### config.mk
export PLATFORM = sky130hd
export DESIGN_NAME = stage_one_arbiter_flat
export DESIGN_NICKNAME = d
export VERILOG_FILES = /design/src/rtl/stage_one_arbiter_if.sv /design/src/rtl/stage_one_arbiter.sv /design/src/flat_wrapper.sv
export SDC_FILE = /design/constraint.sdc
export NUM_CORES = 1
export LEC_CHECK = 0
export CORE_MARGIN = 3
export CORE_UTILIZATION = 37
export CTS_CLUSTER_DIAMETER = 60
export DETAILED_ROUTE_END_ITERATION = 8
export GPL_TIMING_DRIVEN = 0
export PLACE_DENSITY_LB_ADDON = 0.25
export SLEW_MARGIN = 20
export SYNTH_ARGS = -nofsm -noshare
export SYNTH_HDL_FRONTEND = slang
export SYNTH_SLANG_ARGS = --single-unit
### constraint.sdc
create_clock -name clk -period 1.7 [get_ports clk]
set_input_delay 0.17 -clock clk [delete_from_list [all_inputs] [get_ports clk]]
set_output_delay 0.17 -clock clk [all_outputs]
set_load 0.01 [all_outputs]
### src/rtl/stage_one_arbiter_if.sv
// Requester-side and stage-one-unit-side signals of the stage-one arbiter.
// The slave modport is the arbiter's view; the master modport is the environment's view.
interface stage_one_arbiter_if #(
   parameter int FLT_DATA_WIDTH      = 32,
   parameter int ACTUAL_CORDIC_WIDTH = 22,
   parameter int NUM_REQ             = 2,
   parameter int ID_WIDTH            = 2
);
   logic                                  clk_en;
   logic [NUM_REQ-1:0]                    req;
   logic [NUM_REQ*FLT_DATA_WIDTH-1:0]     x_in;
   logic [NUM_REQ-1:0]                    grant;
   logic                                  busy;
   logic                                  unit_start;
   logic [FLT_DATA_WIDTH-1:0]             unit_x;
   logic [FLT_DATA_WIDTH-1:0]             unit_half;
   logic [FLT_DATA_WIDTH-1:0]             unit_square;
   logic signed [ACTUAL_CORDIC_WIDTH-1:0] unit_x_to_cordic;
   logic                                  unit_done;
   logic                                  rsp_valid;
   logic [ID_WIDTH-1:0]                   rsp_id;
   logic [FLT_DATA_WIDTH-1:0]             rsp_half;
   logic [FLT_DATA_WIDTH-1:0]             rsp_square;
   logic signed [ACTUAL_CORDIC_WIDTH-1:0] rsp_x_to_cordic;
   logic                                  rsp_err;

   modport slave (
      input  clk_en, req, x_in, unit_half, unit_square, unit_x_to_cordic, unit_done,
      output grant, busy, unit_start, unit_x, rsp_valid, rsp_id, rsp_half, rsp_square,
             rsp_x_to_cordic, rsp_err
   );

   modport master (
      output clk_en, req, x_in, unit_half, unit_square, unit_x_to_cordic, unit_done,
      input  grant, busy, unit_start, unit_x, rsp_valid, rsp_id, rsp_half, rsp_square,
             rsp_x_to_cordic, rsp_err
   );
endinterface

### src/rtl/stage_one_arbiter.sv
// Round-robin arbiter sharing one stage-one unit between NUM_REQ requesters,
// with a watchdog on the unit's done pulse.
//
// state      | meaning
// IDLE       | waiting for clk_en and a request; winner chosen round-robin from ptr
// ISSUE      | unit_start asserted; held until clk_en allows the unit to run
// WAIT       | unit running, watchdog counting; done or watchdog expiry ends it
// RESPOND    | one-cycle rsp_valid; ptr moves past the answered requester
module stage_one_arbiter #(
   parameter int FLT_DATA_WIDTH      = 32,
   parameter int ACTUAL_CORDIC_WIDTH = 22,
   parameter int NUM_REQ             = 2,
   parameter int ID_WIDTH            = 2,
   parameter int COUNTER_WIDTH       = 10,
   parameter logic [COUNTER_WIDTH-1:0] TIMEOUT = 10'd32
) (
   input logic               clk,
   input logic               rst,
   stage_one_arbiter_if.slave bus
);
   localparam logic [1:0] ST_IDLE    = 2'd0;
   localparam logic [1:0] ST_ISSUE   = 2'd1;
   localparam logic [1:0] ST_WAIT    = 2'd2;
   localparam logic [1:0] ST_RESPOND = 2'd3;

   localparam logic [COUNTER_WIDTH-1:0] WD_LAST = TIMEOUT - 1'b1;
   localparam logic [ID_WIDTH-1:0]      LAST_ID = ID_WIDTH'(NUM_REQ - 1);

   logic [1:0]                     state_q, state_d;
   logic [ID_WIDTH-1:0]            ptr_q, ptr_d;
   logic [ID_WIDTH-1:0]            cur_id_q, cur_id_d;
   logic [ID_WIDTH-1:0]            rsp_id_q, rsp_id_d;
   logic [COUNTER_WIDTH-1:0]       wd_q, wd_d;
   logic [NUM_REQ-1:0]             grant_q, grant_d;
   logic                           busy_q, busy_d;
   logic                           start_q, start_d;
   logic                           rsp_valid_q, rsp_valid_d;
   logic                           rsp_err_q, rsp_err_d;
   logic [FLT_DATA_WIDTH-1:0]      unit_x_q, unit_x_d;
   logic [FLT_DATA_WIDTH-1:0]      half_q, half_d;
   logic [FLT_DATA_WIDTH-1:0]      square_q, square_d;
   logic [ACTUAL_CORDIC_WIDTH-1:0] cordic_q, cordic_d;

   logic                           hi_found, any_req;
   logic [ID_WIDTH-1:0]            hi_idx, lo_idx, win_idx;
   logic [FLT_DATA_WIDTH-1:0]      win_x;

   // Lowest request at or above ptr wins; otherwise wrap to the lowest request overall.
   always_comb begin : arbitrate
      hi_found = 1'b0;
      any_req  = 1'b0;
      hi_idx   = '0;
      lo_idx   = '0;
      for (int i = NUM_REQ - 1; i >= 0; i--) begin
         if (bus.req[i]) begin
            any_req = 1'b1;
            lo_idx  = ID_WIDTH'(i);
            if (ID_WIDTH'(i) >= ptr_q) begin
               hi_found = 1'b1;
               hi_idx   = ID_WIDTH'(i);
            end
         end
      end
      win_idx = hi_found ? hi_idx : lo_idx;
      win_x   = '0;
      for (int i = 0; i < NUM_REQ; i++) begin
         if (win_idx == ID_WIDTH'(i)) win_x = bus.x_in[i*FLT_DATA_WIDTH +: FLT_DATA_WIDTH];
      end
   end

   always_comb begin : next_state
      state_d   = state_q;
      ptr_d     = ptr_q;
      cur_id_d  = cur_id_q;
      rsp_id_d  = rsp_id_q;
      wd_d      = wd_q;
      unit_x_d  = unit_x_q;
      half_d    = half_q;
      square_d  = square_q;
      cordic_d  = cordic_q;
      rsp_err_d = rsp_err_q;
      grant_d   = '0;
      case (state_q)
         ST_IDLE: begin
            if (bus.clk_en && any_req) begin
               state_d  = ST_ISSUE;
               cur_id_d = win_idx;
               unit_x_d = win_x;
               grant_d  = NUM_REQ'(1) << win_idx;
            end
         end
         ST_ISSUE: begin
            if (bus.clk_en) begin
               state_d = ST_WAIT;
               wd_d    = '0;
            end
         end
         ST_WAIT: begin
            wd_d = wd_q + 1'b1;
            // done takes priority over a watchdog expiry in the same cycle
            if (bus.unit_done) begin
               state_d   = ST_RESPOND;
               rsp_id_d  = cur_id_q;
               half_d    = bus.unit_half;
               square_d  = bus.unit_square;
               cordic_d  = bus.unit_x_to_cordic;
               rsp_err_d = 1'b0;
            end else if (wd_q == WD_LAST) begin
               state_d   = ST_RESPOND;
               rsp_id_d  = cur_id_q;
               half_d    = '0;
               square_d  = '0;
               cordic_d  = '0;
               rsp_err_d = 1'b1;
            end
         end
         ST_RESPOND: begin
            state_d = ST_IDLE;
            ptr_d   = (rsp_id_q == LAST_ID) ? '0 : rsp_id_q + 1'b1;
         end
         default: state_d = ST_IDLE;
      endcase
      busy_d      = (state_d != ST_IDLE);
      start_d     = (state_d == ST_ISSUE);
      rsp_valid_d = (state_d == ST_RESPOND);
   end

   always_ff @(posedge clk or negedge rst) begin
      if (!rst) begin
         state_q     <= ST_IDLE;
         ptr_q       <= '0;
         cur_id_q    <= '0;
         rsp_id_q    <= '0;
         wd_q        <= '0;
         grant_q     <= '0;
         busy_q      <= 1'b0;
         start_q     <= 1'b0;
         rsp_valid_q <= 1'b0;
         rsp_err_q   <= 1'b0;
         unit_x_q    <= '0;
         half_q      <= '0;
         square_q    <= '0;
         cordic_q    <= '0;
      end else begin
         state_q     <= state_d;
         ptr_q       <= ptr_d;
         cur_id_q    <= cur_id_d;
         rsp_id_q    <= rsp_id_d;
         wd_q        <= wd_d;
         grant_q     <= grant_d;
         busy_q      <= busy_d;
         start_q     <= start_d;
         rsp_valid_q <= rsp_valid_d;
         rsp_err_q   <= rsp_err_d;
         unit_x_q    <= unit_x_d;
         half_q      <= half_d;
         square_q    <= square_d;
         cordic_q    <= cordic_d;
      end
   end

   assign bus.grant           = grant_q;
   assign bus.busy            = busy_q;
   assign bus.unit_start      = start_q;
   assign bus.unit_x          = unit_x_q;
   assign bus.rsp_valid       = rsp_valid_q;
   assign bus.rsp_id          = rsp_id_q;
   assign bus.rsp_half        = half_q;
   assign bus.rsp_square      = square_q;
   assign bus.rsp_x_to_cordic = cordic_q;
   assign bus.rsp_err         = rsp_err_q;
endmodule

### src/flat_wrapper.sv
// flat-port wrapper written by rule: the top's interface ports become plain ports
module stage_one_arbiter_flat 
#(
   parameter int FLT_DATA_WIDTH      = 32,
   parameter int ACTUAL_CORDIC_WIDTH = 22,
   parameter int NUM_REQ             = 2,
   parameter int ID_WIDTH            = 2,
   parameter int COUNTER_WIDTH       = 10,
   parameter logic [COUNTER_WIDTH-1:0] TIMEOUT = 10'd32
)
  (clk, rst, bus_clk_en, bus_req, bus_x_in, bus_unit_half, bus_unit_square, bus_unit_x_to_cordic, bus_unit_done, bus_grant, bus_busy, bus_unit_start, bus_unit_x, bus_rsp_valid, bus_rsp_id, bus_rsp_half, bus_rsp_square, bus_rsp_x_to_cordic, bus_rsp_err);
  stage_one_arbiter_if #(.FLT_DATA_WIDTH(FLT_DATA_WIDTH), .ACTUAL_CORDIC_WIDTH(ACTUAL_CORDIC_WIDTH), .NUM_REQ(NUM_REQ), .ID_WIDTH(ID_WIDTH)) bus_i ();
  input logic clk;
  input logic rst;
  input wire logic [$bits(bus_i.clk_en)-1:0] bus_clk_en;
  input wire logic [$bits(bus_i.req)-1:0] bus_req;
  input wire logic [$bits(bus_i.x_in)-1:0] bus_x_in;
  input wire logic [$bits(bus_i.unit_half)-1:0] bus_unit_half;
  input wire logic [$bits(bus_i.unit_square)-1:0] bus_unit_square;
  input wire logic [$bits(bus_i.unit_x_to_cordic)-1:0] bus_unit_x_to_cordic;
  input wire logic [$bits(bus_i.unit_done)-1:0] bus_unit_done;
  output wire logic [$bits(bus_i.grant)-1:0] bus_grant;
  output wire logic [$bits(bus_i.busy)-1:0] bus_busy;
  output wire logic [$bits(bus_i.unit_start)-1:0] bus_unit_start;
  output wire logic [$bits(bus_i.unit_x)-1:0] bus_unit_x;
  output wire logic [$bits(bus_i.rsp_valid)-1:0] bus_rsp_valid;
  output wire logic [$bits(bus_i.rsp_id)-1:0] bus_rsp_id;
  output wire logic [$bits(bus_i.rsp_half)-1:0] bus_rsp_half;
  output wire logic [$bits(bus_i.rsp_square)-1:0] bus_rsp_square;
  output wire logic [$bits(bus_i.rsp_x_to_cordic)-1:0] bus_rsp_x_to_cordic;
  output wire logic [$bits(bus_i.rsp_err)-1:0] bus_rsp_err;
  assign bus_i.clk_en = bus_clk_en;
  assign bus_i.req = bus_req;
  assign bus_i.x_in = bus_x_in;
  assign bus_i.unit_half = bus_unit_half;
  assign bus_i.unit_square = bus_unit_square;
  assign bus_i.unit_x_to_cordic = bus_unit_x_to_cordic;
  assign bus_i.unit_done = bus_unit_done;
  assign bus_grant = bus_i.grant;
  assign bus_busy = bus_i.busy;
  assign bus_unit_start = bus_i.unit_start;
  assign bus_unit_x = bus_i.unit_x;
  assign bus_rsp_valid = bus_i.rsp_valid;
  assign bus_rsp_id = bus_i.rsp_id;
  assign bus_rsp_half = bus_i.rsp_half;
  assign bus_rsp_square = bus_i.rsp_square;
  assign bus_rsp_x_to_cordic = bus_i.rsp_x_to_cordic;
  assign bus_rsp_err = bus_i.rsp_err;
  stage_one_arbiter #(.FLT_DATA_WIDTH(FLT_DATA_WIDTH), .ACTUAL_CORDIC_WIDTH(ACTUAL_CORDIC_WIDTH), .NUM_REQ(NUM_REQ), .ID_WIDTH(ID_WIDTH), .COUNTER_WIDTH(COUNTER_WIDTH), .TIMEOUT(TIMEOUT)) u_core (.clk(clk), .rst(rst), .bus(bus_i));
endmodule
==> impl_metrics.yaml <==
clock_tree:
  clock-sinks: 139
  clockBufferDepth: 2
  clk_pin_slew_ps: 60
  insertion_delay_ps: 420
  cts_buffers: 17
  root_buffer: "clkbuf_16"
  cts_max_level: 4
  tritoncts: "yes"
detailed_routing:
  wl_mm: 18.8
  first_iter_violations: 321
  drt_pass1_iterations: 4
  antenna_left: 0
  drc: 0
  vias: 5459
  avgRoutedWirePerCell_um: 16.9
  vias_per_cell: 4.89
die:
  io_pins: 282
  dieHeight_um: 132
  core_area_mm2: 0.0154
  core.rowCount: 45
  initial_core_util_pct: 38.3
  dieArea_mm2: 0.0174
  dieWidth_um: 132
logic_synthesis:
  synth_warnings: 0
  yosysSeqAreaShare_pct: 59.1
  synth_ff_type: "dfrtp_1"
  syn_inst: 581
  synth-async-reset-ratio_pct: 100
  synth_cell_types: 41
  syn_avg_cell_area_um2: 10.1
  synth_nets: 738
  ys_ff_latch: 139
  synth_edf_count: 0
  synth_area_mm2: 0.00588
placed_design:
  dp_cells: 1073
  io_buffers: 280
  hpwl_mm: 13.7
  gp_congestion: 0.776
cells_and_area:
  utilization_pct: 64.6
  drive_gt1_share_pct: 11.6
  stdcell_count: 1117
  nets: 1050
  final_common_cell: "clkdlybuf4s50_1"
  register_area_mm2: 0.00348
  final_cell_mix: "279 x clkdlybuf4s50_1, 182 x nand2_1, 139 x dfrtp_1"
  nFillCells: 1236
  diodes: 0
  syn2layout_area_growth_pct: 68.9
  multi_input_area_mm2: 0.00213
power_and_ir_drop:
  leakagePower_nw: 4.25
  peakVddDrop_v: 0.000671
  power_density_mw_per_mm2: 1640
sta:
  setup_violations: 0
  fmax_mhz: 609
  fin_tns_setup_ps: 0
  hold_viol_final: 0
  min_period_ps: 1640
  clock-skew-final_ps: 5.00
  drv_slew: 0
  worstMarginPinSlew_ps: 552
  fin_crit_sh_pct: 96.7
  relSlewSlack_pct: 63.2
worst_setup_path:
  end_kind: "register"
  worst-setup-path-type: "reg2reg"
  cp.arrival_ps: 1950
  cp.required_ps: 2000
  startpoint_type: "register"
  crit_fanout: 8
grt:
  grt_start_max_net_pins: 72
  grt-ovfl-total: 0
  grt_first_pass_wirelength_mm: 29.4
  track_usage_pct: 21.2
  antenna_found_initial: 0
  grt_pass1_vias: 5423
outcome:
  status: "complete, no violations"
hold_path:
  hp-class: "in2async"
run:
  drv_cap: 0
-- final timing paths --
check | to | cells past startpoint | slack [ps] | start
setup reg to reg | u_core.bus.rsp_square[28] | 6 | 60 | u_core.wd_q[0]
setup / recovery | u_core.bus.rsp_square[28] | 6 | 60 | u_core.wd_q[0]
hold / removal | u_core.bus.grant[0] | 2 | 290 | rst
min in group clk | u_core.bus.rsp_half[22] | 3 | 300 | bus_unit_half[22]
max in group asynchronous | u_core.bus.rsp_square[10] | 3 | 680 | rst
hold reg to reg | u_core.wd_q[9] | 1 | 490 | u_core.wd_q[9]
-- state kept, by name (all words and copies together) (netlist names) --
register and cells:
u_core.bus.rsp_valid 1, u_core.bus.unit_x 32, u_core.bus.rsp_square 32, u_core.cur_id_q 1
u_core.state_q 2, u_core.bus.grant 2, u_core.wd_q 10, u_core.bus.rsp_id 1
u_core.bus.busy 1, u_core.bus.unit_start 1, u_core.bus.rsp_err 1, u_core.ptr_q 1
u_core.bus.rsp_x_to_cordic 22, u_core.bus.rsp_half 32
-- cells by family (layout without fill, tap and decap cells) --
group / count (synthesis) / after routing / synth area share [%]
other cells: 1 / 1 / 0.0638
fa+ha+maj: 1 / 1 / 0.213
compound gates: 166 / 166 / 19.3
flops: 139 / 139 / 59.1
mux: 5 / 5 / 0.872
xor+xnor: 1 / 1 / 0.149
buf+inv: 55 / 380 / 5.17
simple gates: 213 / 213 / 15.1
-- synthesized netlist by cell type (2+ instances only) --
master	n	area [µm²]
mux2i_1	4	40.0
nor3_1	2	10.0
a21boi_0	32	240
buf_6	5	56.3
nand2b_1	2	12.5
nand2_1	182	683
clkbuf_1	22	82.6
o21ai_2	10	87.6
buf_4	12	90.1
a41oi_1	2	17.5
dfrtp_1	139	3480
nor2_1	3	11.3
clkbuf_2	7	35.0
a21oi_1	2	10.0
nand3b_1	3	22.5
buf_2	5	25.0
and3_1	3	18.8
o21ai_1	19	95.1
nand4_1	2	12.5
inv_1	4	15.0
a221o_1	32	320
o21ai_0	61	305
nor4_1	2	12.5
a31oi_1	3	18.8
nor2b_1	3	18.8
nand3_1	5	25.0
-- area by class of cell --
class                      instances  share of cell area [%]
buffer                            49                    3.80
clock buffer                      18                    4.42
clock inverter                    14                    1.94
inverter                           4                   0.151
multi-input combinational        387                    21.4
sequential                       139                    35.0
tap                              211                    2.66
timing repair buffer             295                    30.6
-- stage by stage --
stage / hold slack, ps / instance area [µm²] / worst slack, ps / total power, mW
floorplan: -126 / 5880 / 6.04 / 8.29
global placement: 478 / 8950 / -5220 / 12.1
detailed placement: 165 / 8980 / -273 / 12.2
CTS: 280 / 9790 / -52.1 / 16.3
global route: 306 / 9930 / -11.2 / 17.2
finish: 288 / 9930 / 56.9 / 16.3
-- where the power goes --
part           leakage, nW  internal, mW  switching [mW]
Combinational         2.20          3.83            2.97
Clock                0.303          2.50            1.45
Sequential            1.75          4.75           0.798
Total                 4.25          11.1            5.22
-- worst max-delay path, cell delays in order, from the launching register on --
cell and delay [ps]:
dfrtp_1 400, ha_2 210, and4_4 230, and4_4 300, buf_12 170, clkbuf_16 140
o21ai_1 60
-- repair_timing --
| item | 4_1_cts | 5_1_grt |
|---|---|---|
| gates cloned | 2 | 2 |
| endpoints found under the setup margin | 90 | 119 |
| pin swaps | 13 | 5 |
| endpoints found under the hold margin | 70 | 0 |
| resized for setup | 25 | 36 |
| hold buffers | 1 | 0 |
| buffers inserted | 4 | 5 |
-- routing by layer --
layer,vias to the layer above,global-route usage (%),share of wire (%)
met5,-,0,0
met4,0,6.13,1.3
met3,19,8.13,8.4
met2,222,35.4,49
met1,2597,25.5,41
li1,2621,-,-
(Power assumes the default switching activity.)
